**config.mk**
```make
export PLATFORM = sky130hd
export DESIGN_NAME = cvxif_result_arbiter
export DESIGN_NICKNAME = d
export VERILOG_FILES = /design/src/rtl/cvxif_result_arbiter.sv
export SDC_FILE = /design/constraint.sdc
export NUM_CORES = 1
export LEC_CHECK = 0
export ABC_AREA = 1
export BUFFER_PORTS_ARGS = -buffer_cell sky130_fd_sc_hd__buf_4
export CELL_PAD_IN_SITES_DETAIL_PLACEMENT = 2
export CELL_PAD_IN_SITES_GLOBAL_PLACEMENT = 2
export CORE_UTILIZATION = 37
export CTS_BUF_LIST = sky130_fd_sc_hd__clkbuf_4 sky130_fd_sc_hd__clkbuf_8
export DETAILED_ROUTE_END_ITERATION = 8
export GPL_ROUTABILITY_DRIVEN = 0
export PLACE_DENSITY_LB_ADDON = 0.1
export SYNTH_ARGS = -nofsm -noshare
export SYNTH_HDL_FRONTEND = slang
export SYNTH_SLANG_ARGS = --single-unit
```
**constraint.sdc**
```tcl
create_clock -name clk_i -period 4.7 [get_ports clk_i]
set_input_delay 0.235 -clock clk_i [delete_from_list [all_inputs] [get_ports clk_i]]
set_output_delay 0.235 -clock clk_i [all_outputs]
set_load 0.005 [all_outputs]
```
**src/rtl/cvxif_result_arbiter.sv**
```systemverilog
// cvxif_result_arbiter: merges FIFO-buffered exec completions and same-cycle immediate results onto CV-X-IF
// Queued completions always win over immediate results so completion order is preserved.
module cvxif_result_arbiter #(
    parameter int unsigned DataWidth = 64,
    parameter int unsigned IdWidth   = 4,
    parameter int unsigned Depth     = 4
) (
    input  logic                   clk_i,
    input  logic                   rst_ni,
    input  logic                   done_valid_i,
    input  logic [IdWidth-1:0]     done_id_i,
    input  logic [DataWidth-1:0]   done_data_i,
    input  logic                   imm_valid_i,
    input  logic [IdWidth-1:0]     imm_id_i,
    input  logic [DataWidth-1:0]   imm_data_i,
    input  logic                   imm_we_i,
    output logic                   imm_ready_o,
    output logic                   x_result_valid_o,
    output logic [IdWidth-1:0]     x_result_id_o,
    output logic [DataWidth-1:0]   x_result_data_o,
    output logic                   x_result_we_o,
    input  logic                   x_result_ready_i,
    output logic                   busy_o,
    output logic [$clog2(Depth):0] count_o,
    output logic                   overflow_o
);
    localparam int unsigned AW = $clog2(Depth);
    localparam logic [AW:0] FullLvl = Depth[AW:0];
    localparam logic [AW:0] BusyLvl = FullLvl - 1'b1;

    logic [AW-1:0]      head_q, tail_q;
    logic [AW:0]        count_q;
    logic               overflow_q, empty, full, pop, push;
    logic [IdWidth-1:0]   id_mem   [Depth];
    logic [DataWidth-1:0] data_mem [Depth];

    assign empty = count_q == '0;
    assign full  = count_q == FullLvl;
    assign pop   = !empty && x_result_ready_i;
    // a full FIFO still accepts a push when the head leaves in the same cycle
    assign push  = done_valid_i && (!full || pop);

    always_ff @(posedge clk_i or negedge rst_ni) begin
        if (!rst_ni) begin
            head_q     <= '0;
            tail_q     <= '0;
            count_q    <= '0;
            overflow_q <= 1'b0;
        end else begin
            if (push) tail_q <= tail_q + 1'b1;
            if (pop) head_q <= head_q + 1'b1;
            if (push && !pop) count_q <= count_q + 1'b1;
            else if (!push && pop) count_q <= count_q - 1'b1;
            if (done_valid_i && !push) overflow_q <= 1'b1;
        end
    end

    always_ff @(posedge clk_i) begin
        if (push) begin
            id_mem[tail_q]   <= done_id_i;
            data_mem[tail_q] <= done_data_i;
        end
    end

    always_comb begin
        x_result_valid_o = !empty || imm_valid_i;
        x_result_id_o    = !empty ? id_mem[head_q] : imm_valid_i ? imm_id_i : '0;
        x_result_data_o  = !empty ? data_mem[head_q] : imm_valid_i ? imm_data_i : '0;
        x_result_we_o    = !empty ? 1'b1 : imm_valid_i && imm_we_i;
        imm_ready_o      = imm_valid_i && empty && x_result_ready_i;
        busy_o           = count_q >= BusyLvl;
        count_o          = count_q;
        overflow_o       = overflow_q;
    end
endmodule

```
==> results_tabular.tex <==
\begin{tabular}{lr}
\hline
Metric & Value \\
\hline
\multicolumn{2}{l}{\textbf{Placement}} \\
Standard cell area after detailed placement & between 10,000 and 15,000 µm² \\
Port buffer count & approximately 220 \\
DP HPWL & approximately 20,000 µm \\
Cell total after placement & 1,578 \\
\multicolumn{2}{l}{\textbf{Route}} \\
Detailed router's first-iteration violation count & between 200 and 300 \\
Routed wirelength normalized by instance count & 19.9 µm \\
First drt pass iteration count & 4 \\
Detailed-route wire length & 34,400 µm \\
Total DRC errors in the routed layout & 0 \\
Mean number of vias per cell & 5.04 \\
Total vias in the final route & 8,720 \\
Count of antenna-violating nets left after detailed routing & 0 \\
\multicolumn{2}{l}{\textbf{CTS}} \\
Number of H-tree branching levels & 2 \\
CTS tree & yes \\
Maximum number of buffers from clock root to sink & 3 \\
Clock transition at the registers of the reported paths & 0.06 ns \\
Total clock buffers created by CTS & 48 \\
Count of clock tree sinks & 280 \\
Clock latency reported for the late side of the worst-skew pair & between 0.5 and 0.6 ns \\
Root cell of the clock tree & sky130\_fd\_sc\_hd\_\_clkbuf\_8 \\
\multicolumn{2}{l}{\textbf{Final layout}} \\
Share of cells above drive strength 1 & 0.233 \\
Count of inserted antenna diode cells & 0 \\
Most frequent standard cell in the layout excluding fill and tap cells & sky130\_fd\_sc\_hd\_\_nand2\_1 \\
Number of standard cells in the layout, taps in and fillers out & 1,729 \\
Most frequent cells in the layout & 429 x sky130\_fd\_sc\_hd\_\_nand2\_1, 272 x sky130\_fd\_sc\_hd\_\_edfxtp\_1, 223 x sky130\_fd\_sc\_hd\_\_buf\_4, 209 x sky130\_fd\_sc\_hd\_\_nand3\_1, 71 x sky130\_fd\_sc\_hd\_\_dlygate4sd3\_1 \\
Filler cell count & 3,086 \\
Area growth from synthesis to final layout & 31.3\% \\
Final non-filler cell area & 15,200 µm² \\
NumNets Final & 1,451 \\
\multicolumn{2}{l}{\textbf{Synthesis}} \\
Count of mapped cells out of synthesis & $\sim$1,000 \\
Proportion of netlist area held by the largest area contributor & 0.708 \\
Share of synthesized cell area in full adder, half adder and majority cells & 0.00715 \\
Leading cell types by total area after synthesis & sky130\_fd\_sc\_hd\_\_edfxtp\_1 71\%, sky130\_fd\_sc\_hd\_\_nand2\_1 14\%, sky130\_fd\_sc\_hd\_\_nand3\_1 9.1\% \\
Count of state elements after synthesis & 280 \\
Simple-gate portion of the synthesized area & 0.234 \\
Part of the Yosys area used for sequential elements & 0.725 \\
Syn Nets & 1,161 \\
Xor/xnor cell area share of the yosys netlist & 0.00152 \\
Cell area after synthesis & about 12,000 µm² \\
Synth Warn \# & 0 \\
Multiplexer fraction of the synthesized cell area & 0 \\
Count of unique library cells instantiated by Yosys & 21 \\
Synth Area in Compound Gates & 0.00108 \\
Mean instance size in the synthesized netlist & 11.4 µm² \\
Combinational family with the most area after synthesis & simple AND/OR/NAND/NOR gates \\
Leading area contributor after synthesis & sky130\_fd\_sc\_hd\_\_edfxtp\_1 \\
\multicolumn{2}{l}{\textbf{Global route}} \\
Wire length of the first global-routing pass & roughly 52,000 µm \\
Maximum number of pins on one net before global-route repair & 91 \\
Antenna violations before repair & 1 \\
Number of global-route vias before repair & 9,637 \\
Combined global-route utilization of all metal layers & 0.217 \\
Aggregate global routing overflow & 0 \\
\multicolumn{2}{l}{\textbf{STA}} \\
Unrepaired setup endpoints after global routing & no \\
Setup violation total in the final timing report & 0 \\
Pin slew with the least headroom to its limit & 1.01 ns \\
Final number of max-transition violations & 0 \\
Maximum frequency from static timing analysis & 306 MHz \\
Period Utilization, post-route & 0.696 \\
Setup TNS & 0 ns \\
Clock tree skew after final layout & 0.0241 ns \\
Final Hold Fails & 0 \\
Slew margin rel. & 0.325 \\
Final critical path time including I/O delays and setup & about 3.3 ns \\
Hold\_ws & $\sim$0.024 ns \\
\multicolumn{2}{l}{\textbf{Pwr}} \\
Power dissipated by switching net loads & roughly 3.4 mW \\
Flop pwr share & 0.375 \\
Standby leakage power & just over 6 nW \\
Cell internal power dissipation & just under 6 mW \\
Cell area power density & between 600 and 700 nW/µm² \\
Proportion of power drawn by combinational gates & 0.401 \\
Switching part of the total power & 0.370 \\
Part of the total power dissipated in the clock network & 0.224 \\
Worst voltage drop across the vdd grid & 276 µV \\
\multicolumn{2}{l}{\textbf{Status}} \\
Run status & finished clean \\
\multicolumn{2}{l}{\textbf{Floorplan}} \\
Effective utilization at floorplan & 0.376 \\
Site row count & 64 \\
Chip Height & 179 µm \\
Core outline area & 30,700 µm² \\
Die outline width & around 180 µm \\
Overall die area & 31,900 µm² \\
Count of pins on the block boundary & 218 \\
\multicolumn{2}{l}{\textbf{Worst setup path}} \\
Startpoint class of the critical path & flop \\
Reg2Reg Depth & 5 \\
Largest driver fanout on the critical path & 82 \\
Slowest CP cell & sky130\_fd\_sc\_hd\_\_dfrtp\_4 \\
Sort of element at the end of the critical path & output port \\
Maximum cell stage delay along the critical path & 0.89 ns \\
Arrival time at the worst endpoint & 3.04 ns \\
Critical Setup Path Class & reg2out \\
Required time worst endpoint & around 4.5 ns \\
Worst path cell trace & buf\_4 > nand2\_1 > nand3\_1 > nand3\_1 > nand2\_1 > buf\_4 \\
\multicolumn{2}{l}{\textbf{Worst hold path}} \\
Min-Delay Path Class & in2async \\
\multicolumn{2}{l}{\textbf{Job}} \\
Max Cap Viol & 0 \\
\hline
\end{tabular}
[worst max-delay path, delay by kind of cell, from the launching register on]
| kind | cells | cell delay, ns |
|---|---|---|
| buf+inv | 2 | 0.95 |
| flops | 1 | 0.89 |
| simple gates | 4 | 0.59 |
[per-stage QoR]
step | power, mW | utilization | worst slack [ns]
2_1_floorplan | 5.39 | - | 0.563
3_3_place_gp | 7.04 | 0.442 | 2.09
3_5_place_dp | 7.21 | 0.442 | 1.96
4_1_cts | 9.37 | 0.494 | 1.35
5_1_grt | 9.83 | 0.494 | 1.17
6_report | 9.22 | 0.494 | 1.43
[cell usage after synthesis]
library cell / count
sky130_fd_sc_hd__buf_1: 3
sky130_fd_sc_hd__buf_2: 39
sky130_fd_sc_hd__buf_6: 3
sky130_fd_sc_hd__clkbuf_1: 14
sky130_fd_sc_hd__dfrtp_1: 8
sky130_fd_sc_hd__edfxtp_1: 272
sky130_fd_sc_hd__fa_1: 1
sky130_fd_sc_hd__ha_1: 5
sky130_fd_sc_hd__inv_1: 16
sky130_fd_sc_hd__inv_2: 1
sky130_fd_sc_hd__nand2_1: 429
sky130_fd_sc_hd__nand2_2: 1
sky130_fd_sc_hd__nand3_1: 209
sky130_fd_sc_hd__nand4_1: 1
sky130_fd_sc_hd__nor2_1: 4
sky130_fd_sc_hd__nor2_2: 1
sky130_fd_sc_hd__nor2_4: 1
sky130_fd_sc_hd__nor3_1: 1
sky130_fd_sc_hd__o21ai_0: 1
sky130_fd_sc_hd__o21bai_1: 1
sky130_fd_sc_hd__xnor2_1: 2
[flip-flops by register name (all words and copies together), names as in the netlist]
name and cells:
data_mem 256, count_o 3, tail_q 2, overflow_o 1, id_mem 16, head_q 2
[metal layers]
metal	up-vias	track usage	wire, µm
met3	56	0.0364	1340
met2	207	0.402	18400
met1	4389	0.257	14100
li1	4066	-	-
met5	-	0	13
met4	2	0.0604	621
[power groups by stage]
| stage | Clock [mW] | Sequential [mW] | Combinational (mW) |
|---|---|---|---|
| 2_1_floorplan | 0 | 3.41 | 1.97 |
| 3_3_place_gp | 0 | 3.47 | 3.57 |
| 3_5_place_dp | 0 | 3.51 | 3.70 |
| 4_1_cts | 2.13 | 3.46 | 3.78 |
| 5_1_grt | 2.23 | 3.50 | 4.11 |
| 6_report | 2.07 | 3.45 | 3.70 |
[path summary, 6_finish.rpt]
kind / start / endpoint / slack (ns)
setup / recovery: head_q[0] / x_result_data_o[0] / 1.43
hold reg to reg: overflow_o / overflow_o / 0.48
hold / removal: rst_ni / count_o[1] / 0.02
min in group clk_i: done_data_i[56] / data_mem[3][56] / 0.42
setup reg to reg: count_o[0] / data_mem[0][46] / 2.14
max in group asynchronous: rst_ni / head_q[0] / 4.52
[final cells by class]
| type | instances | area, µm² | area share |
|---|---|---|---|
| tap | 396 | 495 | 0.0327 |
| timing repair buffer | 299 | 2480 | 0.164 |
| clock inverter | 11 | 43.8 | 0.00289 |
| sequential | 280 | 8370 | 0.553 |
| multi-input combinational | 657 | 2850 | 0.188 |
| inverter | 17 | 66.3 | 0.00438 |
| clock buffer | 69 | 837 | 0.0552 |
[what timing repair did]
item                       CTS  global route
hold endpoints to repair   284             0
hold buffers                71             0
setup endpoints to repair    0             0
buffers inserted             0             0
gates resized for setup      0             0
[cells by family (layout without fill, tap and decap cells)]
logic type	Yosys count	in the layout
AND/OR/NAND/NOR	647	647
AO/OA/AOI/OAI	2	2
flip-flops	280	280
adder cells (fa/ha/maj)	6	6
buffers and inverters	76	396
XOR/XNOR	2	2
(Power assumes the default switching activity.)
